==> src/rtl/sync_fifo_mem.sv <==
// Single-clock FIFO with width/depth parameters, registered or FWFT read,
// almost-full/empty thresholds, sticky error flags and synchronous flush.
module sync_fifo_mem #(
    parameter int DATA_W    = 4,
    parameter int ADDR_W    = 7,
    parameter int AFULL_TH  = 120,
    parameter int AEMPTY_TH = 4,
    parameter int FWFT      = 0
) (
    input  logic              clk,
    input  logic              rst,
    input  logic              wr_en,
    input  logic [DATA_W-1:0] wdata,
    input  logic              rd_en,
    input  logic              flush,
    input  logic              clr_err,
    output logic [DATA_W-1:0] rdata,
    output logic              rvalid,
    output logic              full,
    output logic              empty,
    output logic              almost_full,
    output logic              almost_empty,
    output logic [ADDR_W:0]   count,
    output logic              overflow,
    output logic              underflow
);

    localparam int DEPTH = 1 << ADDR_W;
    localparam logic [ADDR_W:0]   DEPTH_C = (ADDR_W+1)'(DEPTH);
    localparam logic [ADDR_W:0]   AF_C    = (ADDR_W+1)'(AFULL_TH);
    localparam logic [ADDR_W:0]   AE_C    = (ADDR_W+1)'(AEMPTY_TH);
    localparam logic [ADDR_W:0]   C1      = (ADDR_W+1)'(1);
    localparam logic [ADDR_W-1:0] P1      = ADDR_W'(1);

    logic [DATA_W-1:0] mem [DEPTH];
    logic [ADDR_W-1:0] wptr;
    logic [ADDR_W-1:0] rptr;
    logic [ADDR_W:0]   cnt;
    logic              wr_acc;
    logic              rd_acc;

    // Flags come only from the registered count; pointers may be equal
    // both when empty and when full.
    assign count        = cnt;
    assign empty        = (cnt == '0);
    assign full         = (cnt == DEPTH_C);
    assign almost_full  = (cnt >= AF_C);
    assign almost_empty = (cnt <= AE_C);

    assign wr_acc = wr_en & ~full;
    assign rd_acc = rd_en & ~empty;

    always_ff @(posedge clk) begin
        if (rst && !flush && wr_acc)
            mem[wptr] <= wdata;
    end

    always_ff @(posedge clk) begin
        if (!rst) begin
            wptr <= '0;
            rptr <= '0;
            cnt  <= '0;
        end else if (flush) begin
            wptr <= '0;
            rptr <= '0;
            cnt  <= '0;
        end else begin
            if (wr_acc)
                wptr <= wptr + P1;
            if (rd_acc)
                rptr <= rptr + P1;
            case ({wr_acc, rd_acc})
                2'b10:   cnt <= cnt + C1;
                2'b01:   cnt <= cnt - C1;
                default: cnt <= cnt;
            endcase
        end
    end

    // A new error in the same cycle as clr_err keeps the flag set.
    always_ff @(posedge clk) begin
        if (!rst) begin
            overflow  <= 1'b0;
            underflow <= 1'b0;
        end else begin
            if (!flush && wr_en && full)
                overflow <= 1'b1;
            else if (clr_err)
                overflow <= 1'b0;
            if (!flush && rd_en && empty)
                underflow <= 1'b1;
            else if (clr_err)
                underflow <= 1'b0;
        end
    end

    if (FWFT == 0) begin : g_reg
        logic [DATA_W-1:0] rdata_q;
        logic              rvalid_q;

        always_ff @(posedge clk) begin
            if (!rst) begin
                rdata_q  <= '0;
                rvalid_q <= 1'b0;
            end else if (flush) begin
                rvalid_q <= 1'b0;
            end else begin
                rvalid_q <= rd_acc;
                if (rd_acc)
                    rdata_q <= mem[rptr];
            end
        end

        assign rdata  = rdata_q;
        assign rvalid = rvalid_q;
    end else begin : g_fwft
        assign rdata  = empty ? '0 : mem[rptr];
        assign rvalid = 1'b0;
    end

endmodule

==> config.mk <==
export PLATFORM = sky130hd
export DESIGN_NAME = sync_fifo_mem
export DESIGN_NICKNAME = d
export VERILOG_FILES = /design/src/rtl/sync_fifo_mem.sv
export SDC_FILE = /design/constraint.sdc
export NUM_CORES = 1
export LEC_CHECK = 0
export BUFFER_PORTS_ARGS = -buffer_cell sky130_fd_sc_hd__buf_2
export CAP_MARGIN = 30
export CORE_ASPECT_RATIO = 1.4
export CORE_MARGIN = 2
export CORE_UTILIZATION = 63
export DETAILED_ROUTE_END_ITERATION = 8
export PLACE_DENSITY_LB_ADDON = 0.15
export SLEW_MARGIN = 5
export SYNTH_ARGS = -nofsm -noshare
export SYNTH_HDL_FRONTEND = slang
export SYNTH_SLANG_ARGS = --single-unit
==> constraint.sdc <==
create_clock -name clk -period 4.4 [get_ports clk]
set_clock_uncertainty 0.05 [all_clocks]
set_input_delay 0.44 -clock clk [delete_from_list [all_inputs] [get_ports clk]]
set_output_delay 0.44 -clock clk [all_outputs]
set_load 0.01 [all_outputs]
==> results.txt, run 1 <==
----------------------------------------------------
[Hold path]
  Worst Hold Launch ... wdata[1]
  Path class of the lowest-slack min-delay path ... primary input to flip-flop
  Number of cells on the worst hold path ... 1
  Worst Hold End ... mem[14][1]$_DFFE_PP_

[CTS]
  Post-CTS Resized ... 0
  Clock tree from TritonCTS ... yes
  CTS Hold Buffers Added ... 0
  # clock sinks ... roughly 540
  Root buf cell ... sky130_fd_sc_hd__clkbuf_16
  Clock buffers created by TritonCTS ... 48
  # Post-CTS Setup Buffers ... 0
  Clock insertion delay at the later pin of the skew report ... 0.58 ns
  CTS H-tree depth ... 2
  Maximum number of buffers from clock root to sink ... 3
  Clock input transition at the sequential cells of the worst setup and hold paths ... 0.06 ns

[Critical path]
  Startpoint type of the worst setup path ... flip-flop
  Setup Crit Path Kind ... flip-flop to flip-flop
  Critical-path maximum fanout ... 9
  Setup crit end kind ... flip-flop
  Required time of the critical path ... a little under 5 ns
  R2R Setup Slk ... around 0.35 ns
  Critical path startpoint ... count[3]$_SDFFE_PP0P_
  Arrival time at the worst endpoint ... ~4.5 ns
  Worst Reg2Reg Path Length in Cells ... 12
  Launch instance of the worst register-to-register path ... count[3]$_SDFFE_PP0P_
  R2r endpoint ... count[7]$_SDFFE_PP0P_

[Logic synthesis]
  Library cell with the highest instance count after synthesis ... sky130_fd_sc_hd__edfxtp_1
  Most frequently used flop master after synthesis ... sky130_fd_sc_hd__edfxtp_1
  Mux cell area share after synthesis ... 0.150
  Number of different library cells in the post-synthesis netlist ... 59
  Synth top area share ... 0.706
  Syn_area_per_cell ... 18.3 µm²
  Post-synthesis share of cell area spent on and, or, nand and nor gates ... 0.0557
  Share of the yosys chip area belonging to registers ... 0.733
  Total nets after synthesis ... 1207
  Fraction of synthesis flops using an asynchronous set or reset pin ... 0
  Post-synth EDFFs ... 512
  Library cell occupying the most area in the post-synthesis netlist ... sky130_fd_sc_hd__edfxtp_1
  Yosys warning count ... 0
  Number of register bits inferred by synthesis ... 541
  XOR/XNOR share of the synthesized area ... 0.00684
  Area share of fa/ha/maj cells after synthesis ... 0.00609
  Combinational family with the most area after synthesis ... multiplexers
  Gate count after technology mapping ... 1187
  Synth top area cells ... sky130_fd_sc_hd__edfxtp_1 71%, sky130_fd_sc_hd__mux4_2 12%, sky130_fd_sc_hd__nor2_1 2.8%
  Leading cell types by count after synthesis ... 512 x sky130_fd_sc_hd__edfxtp_1, 164 x sky130_fd_sc_hd__nor2_1, 114 x sky130_fd_sc_hd__mux4_2, 54 x sky130_fd_sc_hd__mux2i_1, 44 x sky130_fd_sc_hd__nand2_1
  Post-synthesis cell area ... 21800 µm²
  Complex-gate fraction of the synthesized area ... 0.0307

[Die]
  Core box area ... 34000 µm²
  Die H ... 224 µm
  Initial core utilization ... 0.640
  Die outline area ... 36100 µm²
  Width of the die ... 161 µm
  Cell row count ... 80
  Io pins ... 29

[Pwr]
  Power per cell area ... approximately 420 nW/µm²
  Maximum VDD drop ... 0.000360 V
  Static leakage power ... 7.28 nW

[Global routing]
  Wire length of the first global-routing pass ... between 70000 and 80000 µm
  Total GRT Usage ... 0.265
  Initial antenna violation count ... 1
  Total congestion overflow after global routing ... 0
  Largest net degree at the start of global routing ... 97
  Vias in the first global route ... around 11k

[STA]
  Final-report hold violation count ... 0
  Worst Hold Slack ... 0.0478 ns
  Crit path time final ... 4.05 ns
  Fin. max-slew vios ... 0
  Setup Viol. Count Final ... 0
  Max-slew headroom ... 0.360
  Least-Margin Pin Slew ... 0.960 ns
  Setup repair after global routing missed its margin ... no
  Final worst slack ... approximately 0.35 ns
  Sum Neg Setup Slack ... 0 ns
  Ratio of final minimum period to clock period ... 0.921
  FMAX ... around 250 MHz

[Routing]
  Routed wire per std cell ... 26.9 µm
  Detailed-route DRC error count ... 0
  Vias per std cell ... 6.49
  Count of antenna-violating nets left after detailed routing ... 0
  Initial DRT Pass Iterations ... 5
  Routed Wire Length ... about 46000 µm
  Vias after detailed routing ... around 11k
  Initial drt markers ... 1118

[Layout]
  Total of fill cells in the finished design ... 2140
  Diode count ... 0
  Net count, final ... 1248
  Area taken by flip-flops and latches ... ~16000 µm²
  Share of post-route cells with drive strength above 1 ... 0.192
  Total area of multi-input combinational cells ... 5430 µm²
  Area delta synth->final ... 10.3%

[Placement]
  Placer's final routability congestion estimate ... 0.858
  Detailed placement HPWL ... 28300 µm
  Number of input and output port buffers inserted ... 28
  Place WS ... 0.568 ns

[Outcome]
  Status ... finished, final reports clean

[Job]
  Max_cap viols ... 0

----------------------------------------------------
critical path, cell delays in order (launching register included):
cell and delay [ns]:
sky130_fd_sc_hd__dfxtp_1 0.37, sky130_fd_sc_hd__nor4_1 0.49, sky130_fd_sc_hd__and2_1 0.25, sky130_fd_sc_hd__nand2b_1 0.21, sky130_fd_sc_hd__clkinv_1 0.23, sky130_fd_sc_hd__ha_1 0.38, sky130_fd_sc_hd__ha_1 0.32, sky130_fd_sc_hd__a21o_1 0.19
sky130_fd_sc_hd__a211o_1 0.31, sky130_fd_sc_hd__a2111oi_0 0.56, sky130_fd_sc_hd__o21ai_0 0.26, sky130_fd_sc_hd__a21o_1 0.22, sky130_fd_sc_hd__a21oi_1 0.12
logic make-up after synthesis:
kind of cell,after synthesis
adders and majority gates,10
DFF,541
muxes,174
AOI/OAI and AO/OA,94
buffers and inverters,71
xor gates and xnor gates,17
and+or+nand+nor,280
layer usage:
| layer | part of all wire | vias to the layer above | wire length, µm | global-route usage |
|---|---|---|---|---|
| li1 | - | 4830 | - | - |
| met1 | 0.38 | 5723 | 17600 | 0.356 |
| met2 | 0.51 | 458 | 23400 | 0.441 |
| met3 | 0.071 | 114 | 3280 | 0.0435 |
| met4 | 0.041 | 2 | 1880 | 0.110 |
| met5 | 0.00024 | - | 11 | 0 |
metrics by stage:
| stage | power, mW | std cells | cell area, µm² | util |
|---|---|---|---|---|
| 4_1_cts | 10.2 | 1712 | 23900 | 0.703 |
| 3_3_place_gp | 6.02 | 1626 | 22300 | 0.656 |
| 6_report | 10.2 | 1715 | 24000 | 0.705 |
| 3_5_place_dp | 6.03 | 1626 | 22300 | 0.656 |
| 2_1_floorplan | 5.91 | 1187 | 21800 | - |
| 5_1_grt | 10.4 | 1715 | 24000 | 0.705 |
state kept, by name, summed over array words and instances (netlist names):
name,count
mem,512
count,8
rptr,7
wptr,7
rdata,4
overflow,1
rvalid,1
underflow,1
power breakdown:
group | switching [mW] | internal [mW] | total (mW) | leakage [nW]
registers | 0.0187 | 5.63 | 5.65 | 4.84
logic | 0.171 | 0.106 | 0.276 | 1.67
clock network | 1.82 | 2.46 | 4.28 | 0.769
how the worst max path moves through the flow:
stage                                       end  cells after the start
final                     count[7]$_SDFFE_PP0P_                     12
after detailed placement  count[7]$_SDFFE_PP0P_                     12
after global placement    count[7]$_SDFFE_PP0P_                     12
after global routing      count[7]$_SDFFE_PP0P_                     12
after floorplan           count[7]$_SDFFE_PP0P_                     12
after CTS                 count[7]$_SDFFE_PP0P_                     12
layout by cell type (no fill, tap or decap), types with 8 or more instances in the layout:
cell type / n
sky130_fd_sc_hd__nor2_1: 164
sky130_fd_sc_hd__a22o_1: 8
sky130_fd_sc_hd__edfxtp_1: 512
sky130_fd_sc_hd__mux2i_1: 54
sky130_fd_sc_hd__nand2_1: 44
sky130_fd_sc_hd__xor2_1: 10
sky130_fd_sc_hd__ha_1: 9
sky130_fd_sc_hd__buf_4: 25
sky130_fd_sc_hd__nor2b_1: 13
sky130_fd_sc_hd__dfxtp_1: 26
sky130_fd_sc_hd__o21ai_0: 14
sky130_fd_sc_hd__a21oi_1: 18
sky130_fd_sc_hd__clkbuf_1: 9
sky130_fd_sc_hd__clkinv_1: 10
sky130_fd_sc_hd__clkbuf_16: 49
sky130_fd_sc_hd__o221ai_1: 10
sky130_fd_sc_hd__mux4_2: 114
sky130_fd_sc_hd__buf_2: 24
sky130_fd_sc_hd__nand3_1: 28
final cells by class:
| cell class | instances | area share |
|---|---|---|
| inverter | 8 | 0.00125 |
| clock buffer | 58 | 0.0525 |
| sequential | 541 | 0.665 |
| clock inverter | 28 | 0.0137 |
| tap | 451 | 0.0235 |
| multi-input combinational | 575 | 0.226 |
| timing repair buffer | 54 | 0.0179 |
No activity file was read; power rests on OpenSTA's default activity.
==> run 2: changes to the inputs <==
--- a/config.mk
+++ b/config.mk
@@ -5,12 +5,12 @@
 export SDC_FILE = /design/constraint.sdc
 export NUM_CORES = 1
 export LEC_CHECK = 0
-export BUFFER_PORTS_ARGS = -buffer_cell sky130_fd_sc_hd__buf_2
 export CAP_MARGIN = 30
 export CORE_ASPECT_RATIO = 1.4
 export CORE_MARGIN = 2
 export CORE_UTILIZATION = 63
 export DETAILED_ROUTE_END_ITERATION = 8
+export DONT_BUFFER_PORTS = 1
 export PLACE_DENSITY_LB_ADDON = 0.15
 export SLEW_MARGIN = 5
 export SYNTH_ARGS = -nofsm -noshare
==> run 2 against run 1 <==
  * Register-to-register slack gained 0.02 ns
  * Clock-buffer cell count shrank 2
  * Hold slack gained 0.048 ns
  * Global-route usage fell by 0.29 points
  * Maximum frequency grew 0.58%
  * Final area decreased by 1.0%
  * Sequential power hardly changed
  * Core utilization decreased by 0.71 points
  * Critical path type unchanged
  * Largest cell class unchanged
  * Largest power group unchanged
==> results.txt, run 2 (same netlist as run 1, synthesis figures left out) <==
----------------------------------------------------
[CTS]
  Maximum number of buffers from clock root to sink ... 3 (unchanged)
  Clock buffers created by TritonCTS ... 48 (unchanged)
  # clock sinks ... 541 (unchanged)
  Clock insertion delay at the later pin of the skew report ... 0.56 ns (-0.02 ns)
  Clock tree from TritonCTS ... yes
  Post-CTS Resized ... 0 (unchanged)
  Clock input transition at the sequential cells of the worst setup and hold paths ... 0.06 ns (about the same)
  Root buf cell ... sky130_fd_sc_hd__clkbuf_16
  CTS H-tree depth ... 2 (unchanged)

[Layout]
  Most common cell after layout, fill and taps aside ... sky130_fd_sc_hd__edfxtp_1
  Share of post-route cells with drive strength above 1 ... 0.167 (-0.0256)
  Total of fill cells in the finished design ... 2172 (+1.5%)
  Largest register by flop count ... mem
  Largest register FFs ... 512 (unchanged)
  Final cell count without fillers ... 1687 (-1.6%)
  Diode count ... 0 (unchanged)
  Total area of multi-input combinational cells ... 5430 µm² (unchanged)
  Area delta synth->final ... 9.17%
  Net count, final ... 1221 (-2.2%)
  Final standard cell utilization of the core ... 0.698 (-0.00709)
  Area taken by flip-flops and latches ... 16000 µm² (unchanged)
  Most frequent cells in the layout ... 512 x sky130_fd_sc_hd__edfxtp_1, 164 x sky130_fd_sc_hd__nor2_1, 114 x sky130_fd_sc_hd__mux4_2

[Pwr]
  Combinational Power Share ... 0.027 (about the same)
  Sw Share ... 0.197 (+0.000200)
  Maximum VDD drop ... 0.000300 V (-17%)
  Static leakage power ... 7.10 nW (-2.5%)
  Flop pwr share ... 0.576 (+0.022)
  Clock share of power ... 0.397 (-0.022)
  Power per cell area ... 413 nW/µm² (-2.9%)
  Internal Dissipation ... 7.87 mW (-3.9%)
  Net Sw Power ... 1.93 mW (-3.8%)

[Routing]
  Initial DRT Pass Iterations ... 5 (unchanged)
  Detailed-route DRC error count ... 0 (unchanged)
  Routed wire per std cell ... 27.0 µm (about the same)
  Initial drt markers ... 1322 (+18%)
  Count of antenna-violating nets left after detailed routing ... 0 (unchanged)
  Routed Wire Length ... 45500 µm (-1.6%)
  Vias per std cell ... 6.47 (-0.30%)
  Vias after detailed routing ... 10.9k (-1.9%)

[STA]
  Ratio of final minimum period to clock period ... 0.916 (-0.00531)
  Setup Viol. Count Final ... 0 (unchanged)
  Fin. max-slew vios ... 0 (unchanged)
  FMAX ... 248 MHz (+0.58%)
  Crit path time final ... 4.03 ns (-0.0234 ns)
  Max-slew headroom ... 0.328 (-0.0327)
  Sum Neg Setup Slack ... 0 ns (unchanged)
  Worst Hold Slack ... 0.0953 ns (+0.0475 ns)
  Final-report hold violation count ... 0 (unchanged)
  Least-Margin Pin Slew ... 1.01 ns (+0.0466 ns)
  Setup repair after global routing missed its margin ... no

[Outcome]
  Status ... finished, final reports clean

[Critical path]
  Slowest stage cell on the critical path ... sky130_fd_sc_hd__nor4_1
  Setup crit end kind ... flip-flop
  Critical-path maximum fanout ... 9 (unchanged)
  Crit-path cells ... nor4_1 > and2_1 > nand2b_1 > clkinv_1 > ha_1 > ha_1 > a21o_1 > a211o_1 > a2111oi_0 > o21ai_0 > a21o_1 > a21oi_1
  Startpoint type of the worst setup path ... flip-flop
  CP peak stage delay ... 0.48 ns (-0.08 ns)
  Arrival time at the worst endpoint ... 4.44 ns (-0.06 ns)
  Required time of the critical path ... 4.82 ns (-0.02 ns)
  Setup Crit Path Kind ... flip-flop to flip-flop

[Die]
  Width of the die ... 161 µm (unchanged)
  Cell row count ... 80 (unchanged)
  Io pins ... 29 (unchanged)
  Die H ... 224 µm (unchanged)
  Core box area ... 34000 µm² (unchanged)
  Die outline area ... 36100 µm² (unchanged)
  Initial core utilization ... 0.640 (unchanged)

[Placement]
  Placer's final routability congestion estimate ... 0.836 (-2.6%)
  Number of input and output port buffers inserted ... 0 (-100%)
  Placed cell count ... 1595 (-1.9%)
  Detailed placement HPWL ... 27700 µm (-2.2%)

[Global routing]
  Wire length of the first global-routing pass ... 69600 µm (-0.91%)
  Total congestion overflow after global routing ... 0 (unchanged)
  Initial antenna violation count ... 0 (-1)
  Largest net degree at the start of global routing ... 129 (+33%)
  Vias in the first global route ... 11.3k (-1.7%)
  Total GRT Usage ... 0.262 (-0.00289)

[Job]
  Max_cap viols ... 0 (unchanged)

[Hold path]
  Path class of the lowest-slack min-delay path ... primary input to flip-flop

----------------------------------------------------
## run 2: cell types whose count changed in the layout (fill, tap and decap cells not counted)
cell and delta:
sky130_fd_sc_hd__buf_12 +1, sky130_fd_sc_hd__buf_16 +1, sky130_fd_sc_hd__buf_2 -24, sky130_fd_sc_hd__buf_4 -10
sky130_fd_sc_hd__buf_8 +3, sky130_fd_sc_hd__bufinv_16 -5, sky130_fd_sc_hd__clkbuf_1 -2, sky130_fd_sc_hd__clkinv_1 +9
sky130_fd_sc_hd__clkinv_2 +3, sky130_fd_sc_hd__clkinv_4 -3, sky130_fd_sc_hd__clkinvlp_4 -2, sky130_fd_sc_hd__dlygate4sd3_1 +2
sky130_fd_sc_hd__inv_6 -1
## run 2: cell type report
| type | instances | share of cell area |
|---|---|---|
| Clock buffer | 56 | 0.0527 |
| Clock inverter | 29 | 0.00748 |
| Inverter | 8 | 0.00126 |
| Multi-Input combinational cell | 575 | 0.228 |
| Sequential cell | 541 | 0.672 |
| Tap cell | 451 | 0.0237 |
| Timing Repair Buffer | 27 | 0.0146 |
## run 2: through the flow
step / power [mW] / instance area, µm² / setup WS, ns
final: 9.80 / 23800 / 0.371
after global routing: 10.1 / 23800 / 0.0467
after CTS: 9.86 / 23800 / 0.407
after detailed placement: 5.94 / 22200 / 0.423
after global placement: 5.94 / 22200 / 0.564
after floorplan: 5.91 / 21800 / 1.00
## run 2: critical path, delay by kind of cell (launching register included)
family / cells / cell delay [ns]
AND/OR/NAND/NOR: 3 / 1.00
AO/OA/AOI/OAI: 6 / 1.54
buffers and inverters: 1 / 0.24
flip-flops: 1 / 0.39
adder cells (fa/ha/maj): 2 / 0.71
## run 2: power by group through the flow
| stage | clock network (mW) | registers (mW) | logic, mW |
|---|---|---|---|
| floorplan | 0 | 5.75 | 0.155 |
| global placement | 0 | 5.76 | 0.178 |
| detailed placement | 0 | 5.76 | 0.181 |
| CTS | 3.94 | 5.65 | 0.266 |
| global route | 4.12 | 5.65 | 0.285 |
| finish | 3.89 | 5.65 | 0.262 |
## run 2: path summary, 6_finish.rpt
check	start	endpoint	slack [ns]	cells after the start
min	flush	count[6]$_SDFFE_PP0P_	0.1	3
min reg2reg	wptr[1]$_SDFFE_PP0P_	wptr[1]$_SDFFE_PP0P_	0.48	2
max reg2reg	count[3]$_SDFFE_PP0P_	count[7]$_SDFFE_PP0P_	0.37	12
max	count[3]$_SDFFE_PP0P_	count[7]$_SDFFE_PP0P_	0.37	12
## run 2: metal layers
metal | wire [µm] | vias up | track usage
met5 | 0 | - | 0
met4 | 1460 | 0 | 0.0896
met3 | 3410 | 92 | 0.0420
met2 | 23300 | 466 | 0.440
met1 | 17300 | 5579 | 0.358
li1 | - | 4775 | -
## run 2: timing repair
action	in CTS	in global routing
hold buffers	6	0
setup buffers	0	0
endpoints found under the setup margin	0	0
hold endpoints to repair	514	0
==> run 3: changes to the inputs <==
--- a/config.mk
+++ b/config.mk
@@ -11,6 +11,7 @@
 export CORE_UTILIZATION = 63
 export DETAILED_ROUTE_END_ITERATION = 8
 export DONT_BUFFER_PORTS = 1
+export HOLD_SLACK_MARGIN = 0.15
 export PLACE_DENSITY_LB_ADDON = 0.15
 export SLEW_MARGIN = 5
 export SYNTH_ARGS = -nofsm -noshare
==> run 3 against run 2 <==
  * Die area did not move
  * Flip-flop and latch count did not move
  * Combinational power hardly changed
  * Clock-buffer cell count stayed put
  * Sequential power about the same
  * Critical endpoint unchanged
==> results.txt, run 3 (same netlist as run 1, synthesis figures left out) <==
----------------------------------------------------
[Global routing]
  Total congestion overflow after global routing ... 0 (unchanged)
  Wire length of the first global-routing pass ... 69700 µm (+0.13%)
  Vias in the first global route ... 11.3k (+0.18%)
  Total GRT Usage ... 0.263 (+0.000332)
  Initial antenna violation count ... 0 (unchanged)
  Largest net degree at the start of global routing ... 129 (unchanged)

[STA]
  Max-slew headroom ... 0.319 (-0.00886)
  Sum Neg Setup Slack ... 0 ns (unchanged)
  Setup repair after global routing missed its margin ... no
  Fin. max-slew vios ... 0 (unchanged)
  Ratio of final minimum period to clock period ... 0.913 (-0.00273)
  Least-Margin Pin Slew ... 1.02 ns (+0.0133 ns)
  FMAX ... 249 MHz (+0.30%)
  Worst Hold Slack ... 0.191 ns (+0.0957 ns)
  Final-report hold violation count ... 0 (unchanged)
  Setup Viol. Count Final ... 0 (unchanged)
  Crit path time final ... 4.02 ns (-0.0120 ns)
  Final worst slack ... 0.383 ns (+0.0120 ns)

[Die]
  Initial core utilization ... 0.640 (unchanged)
  Io pins ... 29 (unchanged)
  Die outline area ... 36100 µm² (unchanged)
  Core box area ... 34000 µm² (unchanged)
  Width of the die ... 161 µm (unchanged)
  Cell row count ... 80 (unchanged)
  Die H ... 224 µm (unchanged)

[Critical path]
  Arrival time at the worst endpoint ... 4.44 ns (about the same)
  Critical-path maximum fanout ... 9 (unchanged)
  CP peak stage delay ... 0.48 ns (about the same)
  Required time of the critical path ... 4.82 ns (about the same)
  Setup crit end kind ... flip-flop
  Startpoint type of the worst setup path ... flip-flop
  Crit-path cells ... nor4_1 > and2_1 > nand2b_1 > clkinv_1 > ha_1 > ha_1 > a21o_1 > a211o_1 > a2111oi_0 > o21ai_0 > a21o_1 > a21oi_1
  Slowest stage cell on the critical path ... sky130_fd_sc_hd__nor4_1
  Setup Crit Path Kind ... flip-flop to flip-flop
  Worst Reg2Reg Path Length in Cells ... 12 (unchanged)

[Pwr]
  Net Sw Power ... 1.93 mW (-0.20%)
  Flop pwr share ... 0.577 (about the same)
  Power per cell area ... 412 nW/µm² (-0.15%)
  Sw Share ... 0.197 (-0.000349)
  Maximum VDD drop ... 0.000299 V (-0.18%)
  Static leakage power ... 7.12 nW (+0.25%)
  Internal Dissipation ... 7.87 mW (about the same)
  Clock share of power ... 0.397 (about the same)
  Combinational Power Share ... 0.027 (about the same)

[Layout]
  Diode count ... 0 (unchanged)
  Total of fill cells in the finished design ... 2168 (-0.18%)
  Area delta synth->final ... 9.31%
  Largest register by flop count ... mem
  Share of post-route cells with drive strength above 1 ... 0.166 (-0.000404)
  Largest register FFs ... 512 (unchanged)
  Most common cell after layout, fill and taps aside ... sky130_fd_sc_hd__edfxtp_1
  Final standard cell utilization of the core ... 0.699 (+0.000882)
  Net count, final ... 1224 (+0.25%)
  Final cell count without fillers ... 1690 (+0.18%)
  Most frequent cells in the layout ... 512 x sky130_fd_sc_hd__edfxtp_1, 164 x sky130_fd_sc_hd__nor2_1, 114 x sky130_fd_sc_hd__mux4_2

[Routing]
  Detailed-route DRC error count ... 0 (unchanged)
  Vias after detailed routing ... 10.9k (+0.12%)
  Vias per std cell ... 6.46 (about the same)
  Initial DRT Pass Iterations ... 5 (unchanged)
  Routed wire per std cell ... 26.9 µm (-0.18%)
  Count of antenna-violating nets left after detailed routing ... 0 (unchanged)
  Routed Wire Length ... 45500 µm (unchanged)
  Initial drt markers ... 1319 (-0.23%)

[CTS]
  CTS H-tree depth ... 2 (unchanged)
  # clock sinks ... 541 (unchanged)
  Clock buffers created by TritonCTS ... 48 (unchanged)
  Clock insertion delay at the later pin of the skew report ... 0.56 ns (about the same)
  Post-CTS Resized ... 0 (unchanged)
  Clock input transition at the sequential cells of the worst setup and hold paths ... 0.06 ns (about the same)
  Root buf cell ... sky130_fd_sc_hd__clkbuf_16
  Maximum number of buffers from clock root to sink ... 3 (unchanged)
  Clock tree from TritonCTS ... yes
  # Post-CTS Setup Buffers ... 0 (unchanged)

[Placement]
  Number of input and output port buffers inserted ... 0 (unchanged)
  Place WS ... 0.423 ns (unchanged)
  Placed cell count ... 1595 (unchanged)
  Placer's final routability congestion estimate ... 0.836 (unchanged)
  Detailed placement HPWL ... 27700 µm (unchanged)

[Hold path]
  Number of cells on the worst hold path ... 3 (unchanged)
  Path class of the lowest-slack min-delay path ... primary input to flip-flop

[Outcome]
  Status ... finished, final reports clean

[Job]
  Max_cap viols ... 0 (unchanged)

----------------------------------------------------
-- run 3: cell types whose count changed in the layout (fill, tap and decap cells not counted), sizes merged --
cell,previous run,this run
dlygate4sd3,2,5
-- run 3: repair_timing --
item | CTS | global route
endpoints found under the hold margin | 517 | 0
setup endpoints to repair | 0 | 0
hold buffers | 9 | 0
-- run 3: power by group through the flow --
stage	Sequential [mW]	Combinational [mW]	Clock, mW
floorplan	5.75	0.155	0
global placement	5.76	0.178	0
detailed placement	5.76	0.181	0
CTS	5.65	0.268	3.94
global route	5.65	0.287	4.12
finish	5.65	0.264	3.89
-- run 3: per-stage QoR --
step / total power, mW / area (µm²)
2_1_floorplan: 5.91 / 21800
3_3_place_gp: 5.94 / 22200
3_5_place_dp: 5.94 / 22200
4_1_cts: 9.86 / 23800
5_1_grt: 10.1 / 23800
6_report: 9.80 / 23800
-- run 3: layer usage --
layer | GRT usage | up-vias | wire length (µm)
met5 | 0 | - | 0
met4 | 0.0896 | 0 | 1420
met3 | 0.0418 | 88 | 3420
met2 | 0.441 | 461 | 23500
met1 | 0.358 | 5588 | 17200
li1 | - | 4788 | -
-- run 3: final timing paths --
path | from | endpoint | slack, ns
worst max register to register | count[3]$_SDFFE_PP0P_ | count[7]$_SDFFE_PP0P_ | 0.38
worst min register to register | wptr[1]$_SDFFE_PP0P_ | wptr[1]$_SDFFE_PP0P_ | 0.48
worst max-delay path | count[3]$_SDFFE_PP0P_ | count[7]$_SDFFE_PP0P_ | 0.38
worst min-delay path | rst | count[6]$_SDFFE_PP0P_ | 0.19
-- run 3: final cells by class --
type | count | area [µm²] | area share
inverter | 8 | 30.0 | 0.00126
clock inverter | 29 | 178 | 0.00747
timing repair buffer | 30 | 378 | 0.0159
multi-input combinational | 575 | 5430 | 0.228
tap | 451 | 564 | 0.0237
sequential | 541 | 16000 | 0.671
clock buffer | 56 | 1250 | 0.0526
-- run 3: worst max-delay path: cells and delay by family (launching register included) --
kind / cells / cell delay (ns)
flip-flops: 1 / 0.39
AND/OR/NAND/NOR: 3 / 1.00
buffers and inverters: 1 / 0.24
adder cells (fa/ha/maj): 2 / 0.71
AO/OA/AOI/OAI: 6 / 1.52
